## src/rtl/row_bound_scanner.sv

```systemverilog
// Row bound scanner: finds the leftmost and rightmost set pixel of one image row
// stored in a word RAM, using the downstream 32-bit bound detector.
// Optional handshake watchdog enabled by defining ROW_BOUND_TIMEOUT_EN.
module row_bound_scanner #(
  parameter int WORDS_PER_ROW = 20,
  parameter int ADDR_W        = 5
) (
  input  logic              i_clk,
  input  logic              i_rstn,
  input  logic              i_start,
  output logic              o_busy,
  output logic              o_rd_en,
  output logic [ADDR_W-1:0] o_rd_addr,
  input  logic [31:0]       i_rd_data,
  output logic              o_det_trig,
  output logic [31:0]       o_det_data,
  output logic              o_det_left_or_right,
  input  logic [4:0]        i_det_index,
  input  logic              i_det_detected,
  input  logic              i_det_done,
  output logic [ADDR_W+4:0] o_left_col,
  output logic [ADDR_W+4:0] o_right_col,
  output logic              o_row_valid,
  output logic              o_err,
  output logic              o_done
);

  typedef enum logic [3:0] {
    IDLE, L_RD, L_CHK, L_TRIG, L_REL, R_RD, R_CHK, R_TRIG, R_REL, DONE, ABORT
  } state_t;

  localparam logic [ADDR_W-1:0] LAST_WORD = ADDR_W'(WORDS_PER_ROW - 1);

  state_t            state_q, state_d;
  logic [ADDR_W-1:0] ptr_q, ptr_d;
  logic [31:0]       data_q, data_d;
  logic [ADDR_W+4:0] lcol_q, lcol_d, rcol_q, rcol_d;
  logic              valid_q, valid_d;
  logic              wd_expired;

`ifdef ROW_BOUND_TIMEOUT_EN
  logic [7:0] wd_q;
  logic       wd_waiting;

  assign wd_waiting = (state_q == L_TRIG) || (state_q == L_REL) ||
                      (state_q == R_TRIG) || (state_q == R_REL);
  // The counter holds 0 in the first cycle of a waiting state, so 254 marks
  // the 255th cycle without the awaited done level.
  assign wd_expired = wd_waiting && (wd_q == 8'd254);
  assign o_err      = (state_q == ABORT);

  always_ff @(posedge i_clk or negedge i_rstn) begin
    if (!i_rstn)                                wd_q <= '0;
    else if (!wd_waiting || state_d != state_q) wd_q <= '0;
    else                                        wd_q <= wd_q + 8'd1;
  end
`else
  assign wd_expired = 1'b0;
  assign o_err      = 1'b0;
`endif

  // NOTE: every registered value uses <= so all updates see pre-edge state.
  always_ff @(posedge i_clk or negedge i_rstn) begin
    if (!i_rstn) begin
      state_q <= IDLE;
      ptr_q   <= '0;
      data_q  <= '0;
      lcol_q  <= '0;
      rcol_q  <= '0;
      valid_q <= 1'b0;
    end else begin
      state_q <= state_d;
      ptr_q   <= ptr_d;
      data_q  <= data_d;
      lcol_q  <= lcol_d;
      rcol_q  <= rcol_d;
      valid_q <= valid_d;
    end
  end

  // NOTE: hold values are assigned first so no path through the case infers a latch.
  always_comb begin
    state_d = state_q;
    ptr_d   = ptr_q;
    data_d  = data_q;
    lcol_d  = lcol_q;
    rcol_d  = rcol_q;
    valid_d = valid_q;
    case (state_q)
      IDLE: if (i_start) begin
        ptr_d   = '0;
        lcol_d  = '0;
        rcol_d  = '0;
        valid_d = 1'b0;
        state_d = L_RD;
      end
      L_RD:  state_d = L_CHK;
      L_CHK: begin
        if (i_rd_data != '0) begin
          data_d  = i_rd_data;
          state_d = L_TRIG;
        end else if (ptr_q == LAST_WORD) begin
          state_d = DONE;
        end else begin
          ptr_d   = ptr_q + ADDR_W'(1);
          state_d = L_RD;
        end
      end
      L_TRIG: begin
        if (i_det_done) begin
          if (i_det_detected) begin
            lcol_d  = {ptr_q, i_det_index};
            state_d = L_REL;
          end else begin
            valid_d = 1'b0;
            state_d = DONE;
          end
        end else if (wd_expired) begin
          state_d = ABORT;
        end
      end
      L_REL: begin
        if (!i_det_done) begin
          ptr_d   = LAST_WORD;
          state_d = R_RD;
        end else if (wd_expired) begin
          state_d = ABORT;
        end
      end
      R_RD:  state_d = R_CHK;
      R_CHK: begin
        // The left hit word bounds this walk; the zero check only guards address wrap.
        if (i_rd_data != '0) begin
          data_d  = i_rd_data;
          state_d = R_TRIG;
        end else if (ptr_q == '0) begin
          state_d = DONE;
        end else begin
          ptr_d   = ptr_q - ADDR_W'(1);
          state_d = R_RD;
        end
      end
      R_TRIG: begin
        if (i_det_done) begin
          if (i_det_detected) begin
            // Right-mode index counts from the MSB, so 31 - index is its bitwise inverse.
            rcol_d  = {ptr_q, ~i_det_index};
            valid_d = 1'b1;
            state_d = R_REL;
          end else begin
            valid_d = 1'b0;
            state_d = DONE;
          end
        end else if (wd_expired) begin
          state_d = ABORT;
        end
      end
      R_REL: begin
        if (!i_det_done)     state_d = DONE;
        else if (wd_expired) state_d = ABORT;
      end
      DONE:  state_d = IDLE;
      ABORT: begin
        lcol_d  = '0;
        rcol_d  = '0;
        valid_d = 1'b0;
        state_d = DONE;
      end
      default: state_d = IDLE;
    endcase
  end

  assign o_busy              = (state_q != IDLE);
  assign o_rd_en             = (state_q == L_RD) || (state_q == R_RD);
  assign o_rd_addr           = ptr_q;
  assign o_det_trig          = (state_q == L_TRIG) || (state_q == R_TRIG);
  assign o_det_data          = data_q;
  assign o_det_left_or_right = (state_q == R_RD) || (state_q == R_CHK) ||
                               (state_q == R_TRIG) || (state_q == R_REL);
  assign o_left_col          = lcol_q;
  assign o_right_col         = rcol_q;
  assign o_row_valid         = valid_q;
  assign o_done              = (state_q == DONE);

endmodule

```

## config.mk

```make
export PLATFORM = sky130hd
export DESIGN_NAME = row_bound_scanner
export DESIGN_NICKNAME = d
export VERILOG_FILES = /design/src/rtl/row_bound_scanner.sv
export SDC_FILE = /design/constraint.sdc
export NUM_CORES = 1
export LEC_CHECK = 0
export ABC_AREA = 1
export CELL_PAD_IN_SITES_DETAIL_PLACEMENT = 1
export CELL_PAD_IN_SITES_GLOBAL_PLACEMENT = 2
export CORE_MARGIN = 2
export CORE_UTILIZATION = 22
export CTS_BUF_LIST = sky130_fd_sc_hd__clkbuf_4 sky130_fd_sc_hd__clkbuf_8 sky130_fd_sc_hd__clkbuf_16
export DETAILED_ROUTE_END_ITERATION = 10
export PLACE_DENSITY_LB_ADDON = 0.1
export SETUP_SLACK_MARGIN = 0.15
export SYNTH_ARGS = -nofsm -noshare
export SYNTH_HDL_FRONTEND = slang
export SYNTH_SLANG_ARGS = --single-unit
```

## constraint.sdc

```tcl
create_clock -name i_clk -period 1.7 [get_ports i_clk]
set_input_delay 0.34 -clock i_clk [delete_from_list [all_inputs] [get_ports i_clk]]
set_output_delay 0.34 -clock i_clk [all_outputs]
set_load 0.02 [all_outputs]
```

* After elaboration in Yosys (flattened, before gate mapping)
Cells that the tools add are included.
** Word-level totals
- Word-level logic and storage cells :: 84
- Output and inout port bits :: 64
- Register bits :: 62
- Bits of input ports :: 42
** Operators by class
- $add $sub $neg :: 2
- Bitwise operators :: 1
- Eq/ne operators :: 23
- Reductions and logical operators :: 20
- Multiplexer cells :: 32
** Operators by type and width (count)
- 10-bit case mux with 3 select lines :: 2
- 10-bit two-way mux :: 5
- 4-bit two-way mux :: 10
- 4-bit case mux with 10 select lines :: 1
- 32-bit nonzero test :: 1
- 5-bit two-way mux :: 6
- 2-bit inequality test, second input constant :: 12
- 5-bit case mux with 4 select lines :: 1
- 4-bit by 3-bit == test with 1-bit output, second input constant :: 4
- 4-bit == test, second input constant :: 3
- 4-bit nonzero test :: 3
- 5-bit AND reduction :: 2
- 4-bit by 2-bit == test with 1-bit output, second input constant :: 2
- 4-bit AND reduction :: 2
- 7-bit AND reduction :: 1
- 1-bit two-way mux :: 6
- 3-bit nonzero test :: 2
- 5-bit by 1-bit adder with 5-bit output, second input constant :: 1
- 5-bit == test, second input constant :: 1
- 5-bit zero test :: 1
- 1-bit logical OR :: 5
- 5-bit NOT :: 1
- 5-bit by 1-bit subtractor with 5-bit output, second input constant :: 1
- 4-bit by 1-bit == test with 1-bit output, second input constant :: 1
- 4 further kinds :: 4

* Longest topological paths before layout
Gate-level depths: netlist (run 1).
- Depth in word-level cells :: 4
- Depth in mapped cells :: 14
- Depth with buffers taken out :: 14

* Worst setup path before layout (run 1)
OpenSTA, ideal clock, no wires.
- Path type :: register -> register
- Start :: register state_q[2]
- End :: register ptr_q[4], in the netlist o_rd_addr[4]
- Data arrival time :: 1471 ps
- Setup time :: 122 ps
- Path buffers :: 0
- Required time :: 1578 ps
- Stages on the path, launching flop included :: 15
- Period minus slack after synthesis :: 1593 ps
- Path slack :: 107 ps
- Cell sequence :: dfrtp_1 -> inv_1 -> nor2_1 -> nand2_1 -> nand2_1 -> nand2_1 -> inv_1 -> ha_1 -> inv_1 -> nand2_1 -> nand3_1 -> nand2_1 -> nand3_1 -> nand3_1 -> a21oi_1
** On the way
- Longest elaborated chain between the ends :: 3
- Elaborated cells between the ends (all ways) :: 13
- Those cells by class :: eq/ne (9); mux (1); reduce/logical (3)
** Ends and longest elaborated chain
- start, declared :: RTL line 34 : state_t state_q, state_d;
- start signal, assigned :: RTL line 72 : state_q <= state_d;
- 4-bit by 3-bit == test with 1-bit output, or another cell as far along :: RTL line 89 : case (state_q)
- 4-bit nonzero test (no line) or 2-bit inequality test (tied branches)
- 7-bit AND reduction (no line)
- end signal, assigned :: RTL line 73 : ptr_q <= ptr_d;
- end, declared :: RTL line 35 : logic [ADDR_W-1:0] ptr_q, ptr_d;
Parallel ways exist; a longest one is shown, timed or not.
A chain may end at the register's enable or synchronous reset.

* Final worst setup path (run 1)
- Start :: register state_q[1]
- End :: register rcol_q[4], in the netlist o_right_col[4]
** On the way
- Longest elaborated chain between the ends :: 3
- Elaborated cells between the ends (all ways) :: 9
- Those cells by class :: eq/ne (5); mux (1); reduce/logical (3)
** Ends and longest elaborated chain
- 4-bit by 3-bit == test with 1-bit output, or another cell as far along :: RTL line 89
- 2-bit inequality test (no line) or 3-bit nonzero test (tied branches)
- 4-bit AND reduction (no line)
- end signal, assigned :: RTL line 76 : rcol_q <= rcol_d;
- end, declared :: RTL line 37 : logic [ADDR_W+4:0] lcol_q, lcol_d, rcol_q, rcol_d;
Parallel ways exist; a longest one is shown, timed or not.

==> impl_results.md, run 1 <==
- Multi-input gate area: approximately 1700 um^2
- Final Hold Fails: 0
- PortBufs: 104
- CP Cell Sequence: buf_4 > nand2_4 > buf_6 > buf_4 > nor3_4 > a211oi_4 > buf_6 > buf_12 > nand3b_1 > o21ai_1
- Filler Cell Count: 1601
- Placed insts: around 710
- Slowest stage delay, CP: 0.38 ns
- GRT overflow: 0
- Longest Clk Path Bufs: 2
- CP Launch Type: flop
- Unique masters post-synth: 28
- Max Fanout on Critical Path: 5
- Leakage: 2.90 nW
- Hold/Removal Path Class: in2async
- Post-synthesis sequential area ratio: between 50% and 60%
- Register area: 1560 um^2
- Synth top area cells: dfrtp_1, nand2_1, nor2_1, nand3_1, inv_1
- GP Congestion: 0.858
- Cell taking the most area after synthesis: dfrtp_1
- Final hold slack: 0.00465 ns
- Setup Total Neg Slack: -0.307 ns
- Via/cell ratio: 4.33
- Commonest register cell after synthesis: dfrtp_1
- Chip Height: 121 um
- Crit-path slowest cell: dfrtp_1
- Largest net degree at the start of global routing: 63
- Number of H-tree levels: 3
- Final Max Slew Viols: 0
- Crit end category: flop
- Final #Nets: 621
- Initial antenna violation count: 0
- Worst vdd ir: 0.703 mV
- Drt drc: 0
- Final Skew: roughly 0.0046 ns
- Final instance area: just under 6000 um^2
- Clk slew on worst S/H paths: 0.06 ns
- Routed Antenna Nets: 0
- Clock Tree Root: clkbuf_16
- Global-route wire length before repair: 18900 um
- Failing checks: negative setup slack
- Unrepaired setup endpoints after global routing: true
- Core footprint: between 10000 and 15000 um^2
- ANT cells: 0
- Max Clock Freq: 575 MHz
- Area after DPL: roughly 4600 um^2
- Register bit total from synthesis: 62
- Kind of critical path: reg2reg
- DR iter-0 viols: 121
- Top-Level Pins: roughly 110
- Vias in the first global route: 3512
- Finished Layout Cells: 758
- Power per cell area: 1980 nW/um^2
- All-layer global routing usage: about 17%
- Total number of vias: around 3.3k
- Die width: 121 um
- Avg WL per Cell: ~16 um
- Max cap viols: 0
- Die Area: 14600 um^2
- Number of cell rows: 42
- Post-route setup slack: -0.0398 ns
- Clock Latency Late Sink: 0.33 ns
- P&R area growth vs syn: 91.4%
- Worst path bufs/invs: 5
- Cell class contributing the biggest share of worst-path delay: buffers and inverters
- Worst path required time: 1.92 ns
- Initial Util: 22.6%
- Synth Area per Inst: around 7.7 um^2
- Post-synth ARST share: between 90% and 100%
- Syn_nets: 437
- Power Total: 11.4 mW
- Outcome: finished, violations left
- Synth top area share: 51.5%
- CTS Buf Count: 9
- Yosys warns: 0
- Clock sink count: 62
- Final worst-path cycle share: 102%
- Cell Area, Synth: 3010 um^2
- Post-DP HPWL: 7600 um
- Layout cells sized above 1: 35.1%
- First drt pass iteration count: 4
- Final setup violation count: 16
- Cells after synthesis: 393
- Fin crit period: 1.74 ns
- WL final: 12000 um
- CTS tree: built
- Post-synth EDFFs: 0
- Critical Path AT: 1.96 ns
cells in the final DEF (no fill, tap or decap), types with 3 or more instances in the layout:
| cell | netlist | final |
|---|---|---|
| o21ai_0 | 25 | 5 |
| nor2_1 | 41 | 24 |
| nor2_4 | 2 | 11 |
| dfrtp_1 | 62 | 57 |
| dlygate4sd2_1 | 0 | 89 |
| nand3b_1 | 5 | 5 |
| buf_12 | 0 | 7 |
| inv_1 | 38 | 33 |
| nor2_2 | 2 | 10 |
| buf_16 | 0 | 7 |
| buf_4 | 3 | 52 |
| buf_6 | 1 | 18 |
| a21oi_2 | 0 | 3 |
| inv_2 | 1 | 3 |
| dfrtp_2 | 0 | 5 |
| nand2_4 | 0 | 9 |
| a21oi_1 | 8 | 5 |
| nand2_2 | 3 | 15 |
| o21ai_2 | 1 | 8 |
| clkdlybuf4s50_1 | 0 | 8 |
| nand3_1 | 30 | 7 |
| nand3_2 | 0 | 21 |
| clkbuf_16 | 0 | 10 |
| o21ai_1 | 6 | 18 |
| nand2_1 | 141 | 121 |
| buf_2 | 8 | 3 |
state kept, by name, summed over array words and instances (netlist names):
signal,flops
o_det_data,32
o_left_col,10
o_right_col,10
o_row_valid,1
state_q,4
o_rd_addr,5
metal layers:
| metal | wire, um | vias up | share of wire, % | global-route usage [%] |
|---|---|---|---|---|
| li1 | - | 1604 | - | - |
| met1 | 5300 | 1590 | 44 | 22.2 |
| met2 | 5930 | 76 | 49 | 26.9 |
| met3 | 585 | 13 | 4.9 | 4.28 |
| met4 | 175 | 0 | 1.5 | 5.81 |
| met5 | 0 | - | 0 | 0 |
kinds of logic after synthesis:
logic type	Yosys count	synth area share [%]
flip-flops	62	51.5
adder cells (fa/ha/maj)	2	0.831
XOR/XNOR	1	0.291
AND/OR/NAND/NOR	231	32.0
buffers and inverters	53	7.56
other	1	0.125
AO/OA/AOI/OAI	43	7.65
power breakdown:
group	internal [mW]	switching [mW]
registers	2.06	0.406
logic	3.32	3.63
clock network	1.30	0.704
total	6.68	4.75
cell usage after synthesis, types with 4 or more instances:
library cell,count
buf_2,8
nor3_1,4
nor2_1,41
nand3b_1,5
o21ai_1,6
a21oi_1,8
inv_1,38
nand3_1,30
o21ai_0,25
dfrtp_1,62
nand2_1,141
path summary, 6_finish.rpt:
path	start	endpoint	slack, ns	cells after the start
setup / recovery	state_q[1]$_DFFE_PN0P_	o_right_col[4]$_DFFE_PN0P_	-0.04	10
hold / removal	i_rstn	o_left_col[4]$_DFFE_PN0P_	0.005	2
setup reg to reg	state_q[1]$_DFFE_PN0P_	o_right_col[4]$_DFFE_PN0P_	-0.04	10
hold reg to reg	o_det_data[22]$_DFFE_PN0P_	o_det_data[22]$_DFFE_PN0P_	0.47	2
max in group asynchronous	i_rstn	state_q[0]$_DFFE_PN0P_	1.35	2
min in group i_clk	i_rd_data[12]	o_det_data[12]$_DFFE_PN0P_	0.35	3
through the flow:
stage               utilization (%)  worst slack, ns
global placement               34.6           -0.330
global route                   43.3           -0.146
CTS                            41.4          0.00485
floorplan                         -            0.152
detailed placement             34.6           -0.414
finish                         43.3          -0.0398
layout make-up:
cell class              count  area share, %
clock buffers              10           4.04
clock inverters             6           1.50
inverters                  39           2.71
repair buffers            186           32.2
flip-flops and latches     62           27.0
well taps                 176           3.82
multi-input cells         279           28.6
timing repair:
item | 4_1_cts | 5_1_grt
pin swaps | 36 | 16
resized for setup | 226 | 56
setup buffers | 21 | 6
endpoints found under the setup margin | 125 | 68
gates cloned | 9 | 1
hold buffers | 0 | 0
(Power assumes the default switching activity.)
==> inputs of run 2 (changes only) <==
Settings changed: CAP_MARGIN set to 20, SLEW_MARGIN set to 20.
==> results of run 2 <==
No change in the layout: final DEF, timing and power equal those of run 1.
==> inputs of run 3 (changes only) <==
Settings changed: CORE_ASPECT_RATIO set to 1.25, CORE_MARGIN 2 to 4.
==> run 3 against run 2 <==
Against the previous run: hold slack improved by 0.0088 ns; first-iteration DRC count fell by 62%; fmax fell by 1.1%; critical path depth did not move; via count fell by 2.3%; clock power rose by 2%; routed wire length fell by 4.7%; worst setup slack got worse by 0.019 ns; critical path type unchanged; global-route usage fell by 2.7 points; largest cell class unchanged; clock-buffer cell count rose by 1; sequential power barely moved; core utilization fell by 1.1 points; highest routed layer unchanged; the run still ends with negative setup slack left; largest power group unchanged.
==> impl_results.md, run 3 (synthesis results as in run 1) <==
- Finished Layout Cells: between 700 and 800
- CTS tree: built
- CP dominant cell by count: buf_6
- PortBufs: 104
- CP Cell Sequence: buf_6 > nand2_8 > buf_6 > nor2_4 > nor2_4 > a211oi_4 > buf_6 > clkbuf_16 > nand3b_1 > o21ai_1
- Max cap viols: 0
- CTS Buf Count: 9
- All-layer global routing usage: 14.2%
- Final Hold Fails: 0
- Power per cell area: 1950 nW/um^2
- WL final: 11400 um
- Power Total: around 11 mW
- Via/cell ratio: 4.29
- Clk slew on worst S/H paths: 0.06 ns
- Worst path bufs/invs: 4
- Post-Place Worst Slack: -0.374 ns
- Outcome: finished, violations left
- Core footprint: 13300 um^2
- GR Layer Usage met3: 4.02%
- Met2 GRT Util: between 20 and 30%
- Placed insts: 705
- Final Skew: 0.00615 ns
- Routed Antenna Nets: 0
- Die width: 113 um
- GRT overflow: 0
- Clock Tree Root: clkbuf_16
- Initial antenna violation count: 0
- Crit-path slowest cell: dfrtp_1
- Most common cell after layout, fill and taps aside: nand2_1
- Worst vdd ir: 0.682 mV
- Top-Level Pins: 106
- Crit end category: flop
- Number of cell rows: 47
- Max Fanout on Critical Path: 5
- Hold/Removal Path Class: in2async
- Fin crit period: 1.76 ns
- Largest register FFs: 32
- Final #Nets: 616
- ANT cells: 0
- Most frequent cells in the layout: nand2_1, dlygate4sd2_1, dfrtp_1
- Clock sink count: 62
- Initial Util: 22.6%
- Global-route wire length before repair: approximately 18000 um
- Cell class contributing the biggest share of worst-path delay: buffers and inverters
- Longest Clk Path Bufs: 2
- GP Congestion: 0.750
- Setup Total Neg Slack: -0.348 ns
- Unrepaired setup endpoints after global routing: true
- Total number of vias: about 3.2k
- Die Area: about 16000 um^2
- Critical Path AT: around 2.0 ns
- Chip Height: 139 um
- First drt pass iteration count: 4
- Final Max Slew Viols: 0
- Final worst-path cycle share: 103%
- Leakage: 2.84 nW
- Vias in the first global route: 3492
- Kind of critical path: reg2reg
- Layout cells sized above 1: between 30% and 40%
- Max Clock Freq: 569 MHz
- Post-DP HPWL: ~7300 um
- Met1 Use GR: between 10% and 20%
- Largest net degree at the start of global routing: 63
- Clock Latency Late Sink: 0.33 ns
- Final hold slack: 0.0135 ns
- Avg WL per Cell: 15.3 um
- Drt drc: 0
- CP Launch Type: flop
- DR iter-0 viols: 46
- Final setup violation count: 15
- Failing checks: negative setup slack
- GRT Max-Usage Layer: met2
- Worst path required time: 1.94 ns
- Slowest stage delay, CP: between 0.4 and 0.5 ns
- Post-route setup slack: -0.0590 ns
- P&R area growth vs syn: 87.1%
- Number of H-tree levels: 3
## run 3: path summary, 6_finish.rpt
kind / startpoint / end / slack [ns] / depth (start not counted)
min in group i_clk: i_rd_data[11] / o_det_data[11]$_DFFE_PN0P_ / 0.35 / 3
setup reg to reg: state_q[1]$_DFFE_PN0P_ / o_right_col[1]$_DFFE_PN0P_ / -0.06 / 10
hold reg to reg: o_det_data[21]$_DFFE_PN0P_ / o_det_data[21]$_DFFE_PN0P_ / 0.48 / 2
setup / recovery: state_q[1]$_DFFE_PN0P_ / o_right_col[1]$_DFFE_PN0P_ / -0.06 / 10
max in group asynchronous: i_rstn / state_q[3]$_DFFE_PN0P_ / 1.35 / 2
hold / removal: i_rstn / o_right_col[4]$_DFFE_PN0P_ / 0.01 / 2
## run 3: cell type report
cell class	count	area, um^2
flip-flops and latches	62	1560
multi-input cells	279	1640
fillers	1587	7720
inverters	39	154
repair buffers	181	1740
clock inverters	5	81.3
well taps	171	214
clock buffers	11	246
## run 3: power breakdown
part           total (mW)  internal (mW)  leakage, nW  switching, mW
clock                2.04           1.34        0.160          0.696
sequential           2.47           2.06        0.798          0.407
combinational        6.49           2.98         1.88           3.51
total                11.0           6.38         2.84           4.61
## run 3: stage by stage
| stage | area (um^2) | utilization, % |
|---|---|---|
| after global placement | 4630 | 34.7 |
| after CTS | 5330 | 39.9 |
| after detailed placement | 4630 | 34.7 |
| after floorplan | 3020 | - |
| final | 5630 | 42.2 |
| after global routing | 5630 | 42.2 |
## run 3: per-layer routing
metal / wire (um) / vias up / share of wire [%]
met4: 175 / 0 / 1.5
met3: 627 / 13 / 5.5
met2: 6130 / 77 / 54
li1: - / 1591 / -
met1: 4490 / 1527 / 39
met5: 0 / - / 0
## run 3: repair_timing
item                                    in CTS  in global routing
hold buffers                                 0                  0
resized for setup                          217                 44
endpoints found under the setup margin     125                 56
pin swaps                                   50                 11
gates cloned                                 4                  4
setup buffers                               14                  5
==> RTL edit: new RTL, flow settings as in run 2 <==
Set the parameter `ADDR_W` to 7 (it was 5).
--- a/src/rtl/row_bound_scanner.sv
+++ b/src/rtl/row_bound_scanner.sv
@@ -4,5 +4,5 @@
 module row_bound_scanner #(
   parameter int WORDS_PER_ROW = 20,
-  parameter int ADDR_W        = 5
+  parameter int ADDR_W        = 7
 ) (
   input  logic              i_clk,
Interface: changed (resized o_left_col, o_rd_addr and o_right_col); port bits go from 106 to 112. The function was not compared with the original's and may differ.
==> RTL edit against run 2 <==
The run still ends with negative setup slack left; cell count is 16% higher; worst setup slack worse by 0.11 ns; critical path type unchanged; maximum frequency is 6.0% lower; highest routed layer unchanged; routed wire length is 19% higher; power is 5.0% higher; sequential cell count is 6 higher; area after synthesis is 13% higher; design area is 21% higher; critical endpoint is now o_right_col[0].
==> RTL edit: results (changes against run 2) <==
[global_routing]
grt_usage=0.162  ; was 0.169
grt_pass1_vias=4062  ; was 3,512
grt_pass1_wl_um=20700  ; was 18,900 um
grt_antenna_before_repair=0  ; unchanged
grt_max_degree=37  ; was 63

[layout]
antenna_cells=0  ; unchanged
drive_gt1_frac=0.459  ; was 0.351
fillers=1764  ; was 1,601
largest_reg_flops=32  ; unchanged
finalNonFillerCells=879  ; was 758
nNetsFinal=729  ; was 621

[cts]
clock_latency_ns=0.33  ; about the same
clockBufferDepth=2  ; unchanged
clkTransAtPathRegs_ns=0.05
cts-htree-levels=3  ; unchanged
cts_buffers=9  ; unchanged
clock-root-buffer=clkbuf_16  ; unchanged

[logic_synthesis]
yosys_warnings=0  ; unchanged
yosysUniqueCellTypes=33  ; was 28
synth_edf_count=0  ; unchanged
ys_async_sr_fraction=1.00  ; unchanged
synthCells=448  ; was 393
synth_common_cells=103 x nand2_1, 89 x inv_1, 68 x dfrtp_1, 50 x o21ai_0, 37 x nor2_1  ; was 141 x nand2_1, 62 x dfrtp_1, 41 x nor2_1, 38 x inv_1, 30 x nand3_1
synth_area_leaders=dfrtp_1 50%, nand2_1 11%, inv_1 9.8%  ; was dfrtp_1 52%, nand2_1 18%, nor2_1 5.1%
synth_seq_area_share=0.498  ; was 0.515
synth_nets=491  ; was 437
ys.flop_type=dfrtp_1  ; unchanged

[timing]
worst_slack_ns=-0.150  ; was -0.0398 ns
setup_viol=61  ; was 16
holdWs_ns=0.290  ; was 0.00465 ns
clock_skew_ns=0.00532  ; was 0.00457 ns

[routing]
wire_per_inst_um=16.2  ; was 15.8 um
drtPass1Iterations=4  ; unchanged
first_iter_violations=121  ; unchanged
dr_total_vias=3887  ; was 3,283

[place]
gp_congestion=0.756  ; was 0.858
dp_hpwl_um=9280  ; was 7600 um
io_buffers=110  ; was 104
dp_cells=804  ; was 705

[setup_path]
cp_max_fo=6  ; was 5
cpLargestDelayFamily=buffers and inverters  ; unchanged
slowest_stage=dfrtp_2  ; was dfrtp_1
rr_endpoint=o_right_col[0]  ; was o_right_col[4]
cp.arrival_ns=2.07  ; was 1.96 ns
reg2regPathDepth=11  ; was 10
max_stage_delay_ns=0.45  ; was 0.38 ns
r2r_start=state_q[1]  ; unchanged

[hold_path]
holdPathStages=3
hp-start=i_rd_data[7]
hold_path_class=in2reg  ; was in2async
holdPathEnd=o_det_data[7]

[power]
p_leak_nw=3.60  ; was 2.90 nW
ir_worst_vdd_mv=0.669  ; was 0.703 mV

[outcome]
status=complete, but fails checks  ; unchanged
violations=negative setup slack  ; unchanged

[RTL edit: cell types whose count changed after synthesis, sizes merged, moves of 5 or more]
cell / delta
inv: +53
nand2: -38
o21ai: +23
o22ai: +13
dfrtp: +6
nand3: +5
[RTL edit: power by group]
part	total [mW]	switching, mW	leakage [nW]	internal (mW)
registers	2.63	0.467	0.878	2.17
clock network	1.83	0.679	0.150	1.15
logic	7.52	3.86	2.57	3.66
total	12.0	5.01	3.60	6.98
[RTL edit: cell type report]
class | instances | area share
timing repair buffer | 240 | 0.339
multi-input combinational | 275 | 0.287
sequential | 68 | 0.245
inverter | 92 | 0.0527
clock buffer | 15 | 0.0414
tap | 188 | 0.0337
clock inverter | 1 | 0.000716
[RTL edit: repair_timing]
action	CTS	global route
gates cloned	2	10
setup buffers	18	28
pin swaps	24	25
hold endpoints to repair	16	0
setup endpoints to repair	136	77
hold buffers	1	0
resized for setup	247	185
[RTL edit: cell families (layout without fill, tap and decap cells)]
group	after synthesis	count (layout)	synth area share
other cells	1	1	0.00110
compound gates	78	78	0.127
simple gates	193	194	0.243
xor+xnor	1	1	0.00256
fa+ha+maj	1	1	0.00366
flops	68	68	0.498
buf+inv	106	348	0.125
[RTL edit: layer usage]
| layer | share of wire | routed length (um) | GRT usage | vias up |
|---|---|---|---|---|
| met5 | 0 | 0 | 0 | - |
| met4 | 0.0082 | 117 | 0.0313 | 0 |
| met3 | 0.036 | 511 | 0.0420 | 9 |
| met2 | 0.51 | 7280 | 0.285 | 80 |
| met1 | 0.44 | 6310 | 0.201 | 1915 |
| li1 | - | - | - | 1883 |
[RTL edit: worst min-delay path, stage by stage]
cell            delay (ns)
dlymetal6s2s_1        0.13
inv_2                 0.06
o21ai_1               0.06
[RTL edit: how the worst max path moves through the flow]
stage	startpoint	endpoint	slack, ns	cells past startpoint
6_report	state_q[1]	o_right_col[0]	-0.15	11
4_1_cts	state_q[1]	o_rd_addr[6]	-0.09	16
3_5_place_dp	i_rd_data[31]	o_det_data[25]	-0.43	10
2_1_floorplan	state_q[2]	o_rd_addr[6]	0.05	14
3_3_place_gp	i_rd_data[15]	o_det_data[11]	-0.37	9
5_1_grt	state_q[1]	o_right_col[4]	-0.21	11
[RTL edit: through the flow]
step	setup WS [ns]	utilization	area [um2]	setup TNS (ns)
2_1_floorplan	0.0466	-	3430	0
3_3_place_gp	-0.370	0.345	5250	-15.47
3_5_place_dp	-0.432	0.345	5250	-17.51
4_1_cts	-0.0907	0.395	6010	-0.867
5_1_grt	-0.209	0.460	6990	-9.02
6_report	-0.150	0.460	6990	-3.97
